`src/rtl/acs_unit.sv`:
```
// Add-compare-select stage of a K=3 rate-1/2 hard-decision Viterbi decoder (7/5 octal).
// Latency is one cycle and every cycle can accept a symbol; there is no backpressure.
module acs_unit (
    input  logic       clk,
    input  logic       rst,
    input  logic       start,
    input  logic [1:0] symbol_in,
    input  logic       symbol_valid,
    output logic [3:0] new_branch_metric_00,
    output logic [3:0] new_branch_metric_01,
    output logic [3:0] new_branch_metric_10,
    output logic [3:0] new_branch_metric_11,
    output logic [7:0] updated_selected_branch_at_00,
    output logic [7:0] updated_selected_branch_at_01,
    output logic [7:0] updated_selected_branch_at_10,
    output logic [7:0] updated_selected_branch_at_11,
    output logic [2:0] write_pointer_out,
    output logic       valid_out
);

    logic [3:0] r_pm     [4];
    logic [7:0] r_surv   [4];
    logic [2:0] r_wp;
    logic [2:0] r_wp_out;
    logic       r_valid;

    logic [3:0] w_base_pm   [4];
    logic [7:0] w_base_surv [4];
    logic [2:0] w_wp;
    logic [4:0] w_sel_pm    [4];
    logic [7:0] w_new_surv  [4];
    logic [4:0] w_diff      [4];
    logic [3:0] w_norm_pm   [4];
    logic [4:0] w_min_lo;
    logic [4:0] w_min_hi;
    logic [4:0] w_min;

    function automatic logic [1:0] hamming(input logic [1:0] sym, input logic [1:0] expct);
        logic [1:0] d;
        d = sym ^ expct;
        return {1'b0, d[1]} + {1'b0, d[0]};
    endfunction

    // A start in the same cycle as a symbol makes the symbol see the freshly initialised frame.
    always_comb begin
        for (int s = 0; s < 4; s++) begin
            w_base_pm[s]   = start ? ((s == 0) ? 4'd0 : 4'd7) : r_pm[s];
            w_base_surv[s] = start ? 8'd0 : r_surv[s];
        end
        w_wp = start ? 3'd0 : r_wp;
    end

    for (genvar g = 0; g < 4; g++) begin : g_acs
        localparam logic U  = (g >= 2);
        localparam logic A  = ((g % 2) == 1);
        localparam int   P0 = (g % 2) * 2;
        localparam int   P1 = P0 + 1;

        logic [4:0] w_cand0;
        logic [4:0] w_cand1;
        logic       w_pick1;
        logic [7:0] w_surv;

        assign w_cand0 = {1'b0, w_base_pm[P0]} + {3'b000, hamming(symbol_in, {U ^ A, U})};
        assign w_cand1 = {1'b0, w_base_pm[P1]} + {3'b000, hamming(symbol_in, {~(U ^ A), ~U})};
        // Strict compare: a tie keeps the b=0 predecessor.
        assign w_pick1 = (w_cand1 < w_cand0);
        assign w_sel_pm[g] = w_pick1 ? w_cand1 : w_cand0;

        always_comb begin
            w_surv       = w_pick1 ? w_base_surv[P1] : w_base_surv[P0];
            w_surv[w_wp] = U;
        end
        assign w_new_surv[g] = w_surv;
    end

    assign w_min_lo = (w_sel_pm[1] < w_sel_pm[0]) ? w_sel_pm[1] : w_sel_pm[0];
    assign w_min_hi = (w_sel_pm[3] < w_sel_pm[2]) ? w_sel_pm[3] : w_sel_pm[2];
    assign w_min    = (w_min_hi < w_min_lo) ? w_min_hi : w_min_lo;

    always_comb begin
        for (int s = 0; s < 4; s++) begin
            w_diff[s]    = w_sel_pm[s] - w_min;
            w_norm_pm[s] = (w_diff[s] > 5'd15) ? 4'd15 : w_diff[s][3:0];
        end
    end

    always_ff @(posedge clk or posedge rst) begin
        if (rst) begin
            for (int s = 0; s < 4; s++) begin
                r_pm[s]   <= 4'd0;
                r_surv[s] <= 8'd0;
            end
            r_wp     <= 3'd0;
            r_wp_out <= 3'd0;
            r_valid  <= 1'b0;
        end else if (symbol_valid) begin
            for (int s = 0; s < 4; s++) begin
                r_pm[s]   <= w_norm_pm[s];
                r_surv[s] <= w_new_surv[s];
            end
            r_wp_out <= w_wp;
            r_wp     <= w_wp + 3'd1;
            r_valid  <= 1'b1;
        end else if (start) begin
            for (int s = 0; s < 4; s++) begin
                r_pm[s]   <= (s == 0) ? 4'd0 : 4'd7;
                r_surv[s] <= 8'd0;
            end
            r_wp     <= 3'd0;
            r_wp_out <= 3'd0;
            r_valid  <= 1'b0;
        end else begin
            r_valid <= 1'b0;
        end
    end

    assign new_branch_metric_00          = r_pm[0];
    assign new_branch_metric_01          = r_pm[1];
    assign new_branch_metric_10          = r_pm[2];
    assign new_branch_metric_11          = r_pm[3];
    assign updated_selected_branch_at_00 = r_surv[0];
    assign updated_selected_branch_at_01 = r_surv[1];
    assign updated_selected_branch_at_10 = r_surv[2];
    assign updated_selected_branch_at_11 = r_surv[3];
    assign write_pointer_out             = r_wp_out;
    assign valid_out                     = r_valid;

endmodule

```
`config.mk`:
```
export PLATFORM = sky130hd
export DESIGN_NAME = acs_unit
export DESIGN_NICKNAME = d
export VERILOG_FILES = /design/src/rtl/acs_unit.sv
export SDC_FILE = /design/constraint.sdc
export NUM_CORES = 1
export LEC_CHECK = 0
export BUFFER_PORTS_ARGS = -buffer_cell sky130_fd_sc_hd__buf_2
export CAP_MARGIN = 20
export CORE_MARGIN = 2
export CORE_UTILIZATION = 35
export CTS_CLUSTER_DIAMETER = 200
export DETAILED_ROUTE_END_ITERATION = 10
export SLEW_MARGIN = 20
export SYNTH_ARGS = -nofsm -noshare
export SYNTH_HDL_FRONTEND = slang
export SYNTH_SLANG_ARGS = --single-unit
```
`constraint.sdc`:
```
create_clock -name clk -period 9.7 [get_ports clk]
set_input_delay 0.97 -clock clk [delete_from_list [all_inputs] [get_ports clk]]
set_output_delay 0.97 -clock clk [all_outputs]
set_load 0.005 [all_outputs]
```
==> impl_metrics.toml <==
[status]
status = "complete, no violations"

[synthesis]
ys_ff_latch = 55
synth_flop_cell = "dfrtp_1"
synthTopCellsByArea = "dfrtp_1, ha_1, a21oi_1, nor2_1, mux2i_1"
yosysUniqueCellTypes = 75
synthCells = 642
ys_warn_count = 0
netlist_area_um2 = 5450
yosys.area.top_type_share = 0.253
synth-edff-count = 0
synth_fp_nets = 700
synthArstFlopShare = 1.00
syn_avg_cell_area_um2 = 8.48
ys_seq_area_frac = 0.253
synth_area_leader_cell = "dfrtp_1"

[floorplan]
initial_utilization = 0.358
ios = 58
die-area_um2 = 16600
fp.dieW_um = 129
die_height_um = 129
rows = 45
core_area_um2 = 15200

[hold_path]
hp-start = "write_pointer_out[0]$_DFFE_PP0P_"
hold_class = "reg -> reg"

[timing]
worstMarginPinSlew_ns = 0.944
setup_viol = 0
skew_ns = 0.00913
hold_violations = 0
period_share = 0.928
slew_headroom = 0.363
rsz0062_at_grt = "no"
fin_crit_ns = 9.00
finalMaxSlewViolations = 0
fmax_mhz = 111
fin_tns_setup_ns = 0

[clocking]
clk_latency_ns = 0.30
cts_hold_buf = 0
cts_tree = "yes"
htreeDepth = 2
cts.sinks = 55
cts-root-buf = "clkbuf_16"
clk_pin_slew_ns = 0.07
cts.path.max_buffers = 2
numCtsBuffers = 5

[critical_path]
cpMaxStageDelayCell = "a21oi_1"
required_ns = 9.87
cp_max_fo = 16
timing.rr.start = "new_branch_metric_11[0]$_DFFE_PP0P_"
critPathTopFamily = "adder cells"
worstSetupEndpointType = "flop"
cp.arrival_ns = 9.17
path_class = "in -> reg"
critical_path_buf_inv_count = 6
start_kind = "input port"
critPathMaxStageDelay_ns = 0.50
startpoint = "symbol_in[0]"

[grt]
grt_first_pass_wirelength_mm = 25.4
antenna_found_initial = 0
grt_max_degree = 56
grt_usage = 0.194
first_global_vias = 4957
grt_overflow = 0

[drt]
wirelength_mm = 15.8
antenna_left = 0
vias_per_cell = 5.74
wl_per_cell_um = 18.0
dr.first_iter.drc_count = 404
first_pass_iters = 5
drc_errors = 0
num_vias = 5027

[layout]
syn2layout_area_growth_pct = 11.1
diodes = 0
drive_gt1_frac = 0.173
nets = 745

[placement]
gp_congestion = 0.930
dp_hpwl_mm = 12.4
numPortBuffers = 57

[run]
maxCapViolations = 0
[routing by layer]
metal,part of all wire,track usage,vias up
met5,0,0,-
met2,0.48,0.329,126
met4,0.017,0.0614,0
li1,-,-,2425
met1,0.46,0.258,2458
met3,0.040,0.0220,18
[registers in the layout, indices dropped and copies added, names as in the netlist]
| register | flops |
|---|---|
| updated_selected_branch_at_00 | 8 |
| updated_selected_branch_at_01 | 8 |
| updated_selected_branch_at_10 | 8 |
| updated_selected_branch_at_11 | 8 |
| new_branch_metric_00 | 4 |
| new_branch_metric_01 | 4 |
| new_branch_metric_10 | 4 |
| new_branch_metric_11 | 4 |
| r_wp | 3 |
| write_pointer_out | 3 |
| valid_out | 1 |
[Yosys cell counts, types with 17 or more instances]
cell and count:
xnor2_1 26, mux2i_1 25, o21ai_0 29, mux2_2 21, a21oi_1 71, dfrtp_1 55, inv_1 42, nor2_1 75
ha_1 47, clkbuf_1 17, nand2_1 29
[tightest hold or removal path, stage by stage, from the launching register on]
cell and delay [ns]:
dfrtp_1 0.37, nand2_1 0.06, nand2_1 0.05
[stage by stage]
step	cell area, um^2	instances	setup WS (ns)	utilization	hold WS [ns]
floorplan	5450	642	0.772	-	0.463
global placement	5890	868	0.654	0.387	0.484
detailed placement	5890	868	0.375	0.387	0.473
CTS	6050	876	0.665	0.398	0.505
global route	6050	876	0.0808	0.398	0.536
finish	6050	876	0.700	0.398	0.505
[cell usage in the layout (no fill, tap or decap), drive strengths merged, types with 6 or more instances in the layout]
cell,synthesis,layout
ha,47,47
inv,44,45
mux2,22,22
o21a,9,9
nand2b,13,13
a21o,13,13
nand2,29,29
nand3,9,9
nor2b,7,7
dfrtp,55,55
or2,6,6
xor2,6,6
nor3,8,8
maj3,7,7
o21ai,36,36
a21oi,73,73
a2bb2oi,6,6
buf,10,64
clkbuf,17,7
nor2,76,76
xnor2,27,27
a32o,7,7
mux2i,26,26
[path summary, 6_finish.rpt]
path                                                                end  slack, ns  depth (start not counted)
max                                 new_branch_metric_10[3]$_DFFE_PP0P_       0.70                         35
max reg2reg                         new_branch_metric_10[3]$_DFFE_PP0P_       1.40                         31
min in group asynchronous  updated_selected_branch_at_10[7]$_DFFE_PP0P_       0.85                          3
min                                    write_pointer_out[0]$_DFFE_PP0P_       0.50                          2
max in group asynchronous           new_branch_metric_00[1]$_DFFE_PP0P_       8.34                          3
min reg2reg                            write_pointer_out[0]$_DFFE_PP0P_       0.50                          2
[logic make-up after synthesis]
group / count (synthesis) / share of synthesized area
compound gates: 205 / 0.252
simple gates: 169 / 0.148
buf+inv: 73 / 0.0579
fa+ha+maj: 59 / 0.139
flops: 55 / 0.253
mux: 48 / 0.0940
xor+xnor: 33 / 0.0565
[area by class of cell]
type	count	area, um^2
Tap cell	188	235
Multi-Input combinational cell	514	3760
Timing Repair Buffer	65	348
Inverter	46	173
Clock buffer	6	139
Sequential cell	55	1380
Fill cell	1534	9150
Clock inverter	2	20.0
[timing repair]
item                                    in CTS  in global routing
setup buffers                                0                  0
resized for setup                            0                  1
endpoints found under the setup margin       0                  2
Power is not shown: default switching activity piles up to over one toggle a cycle in this logic, so the estimate is an artifact.
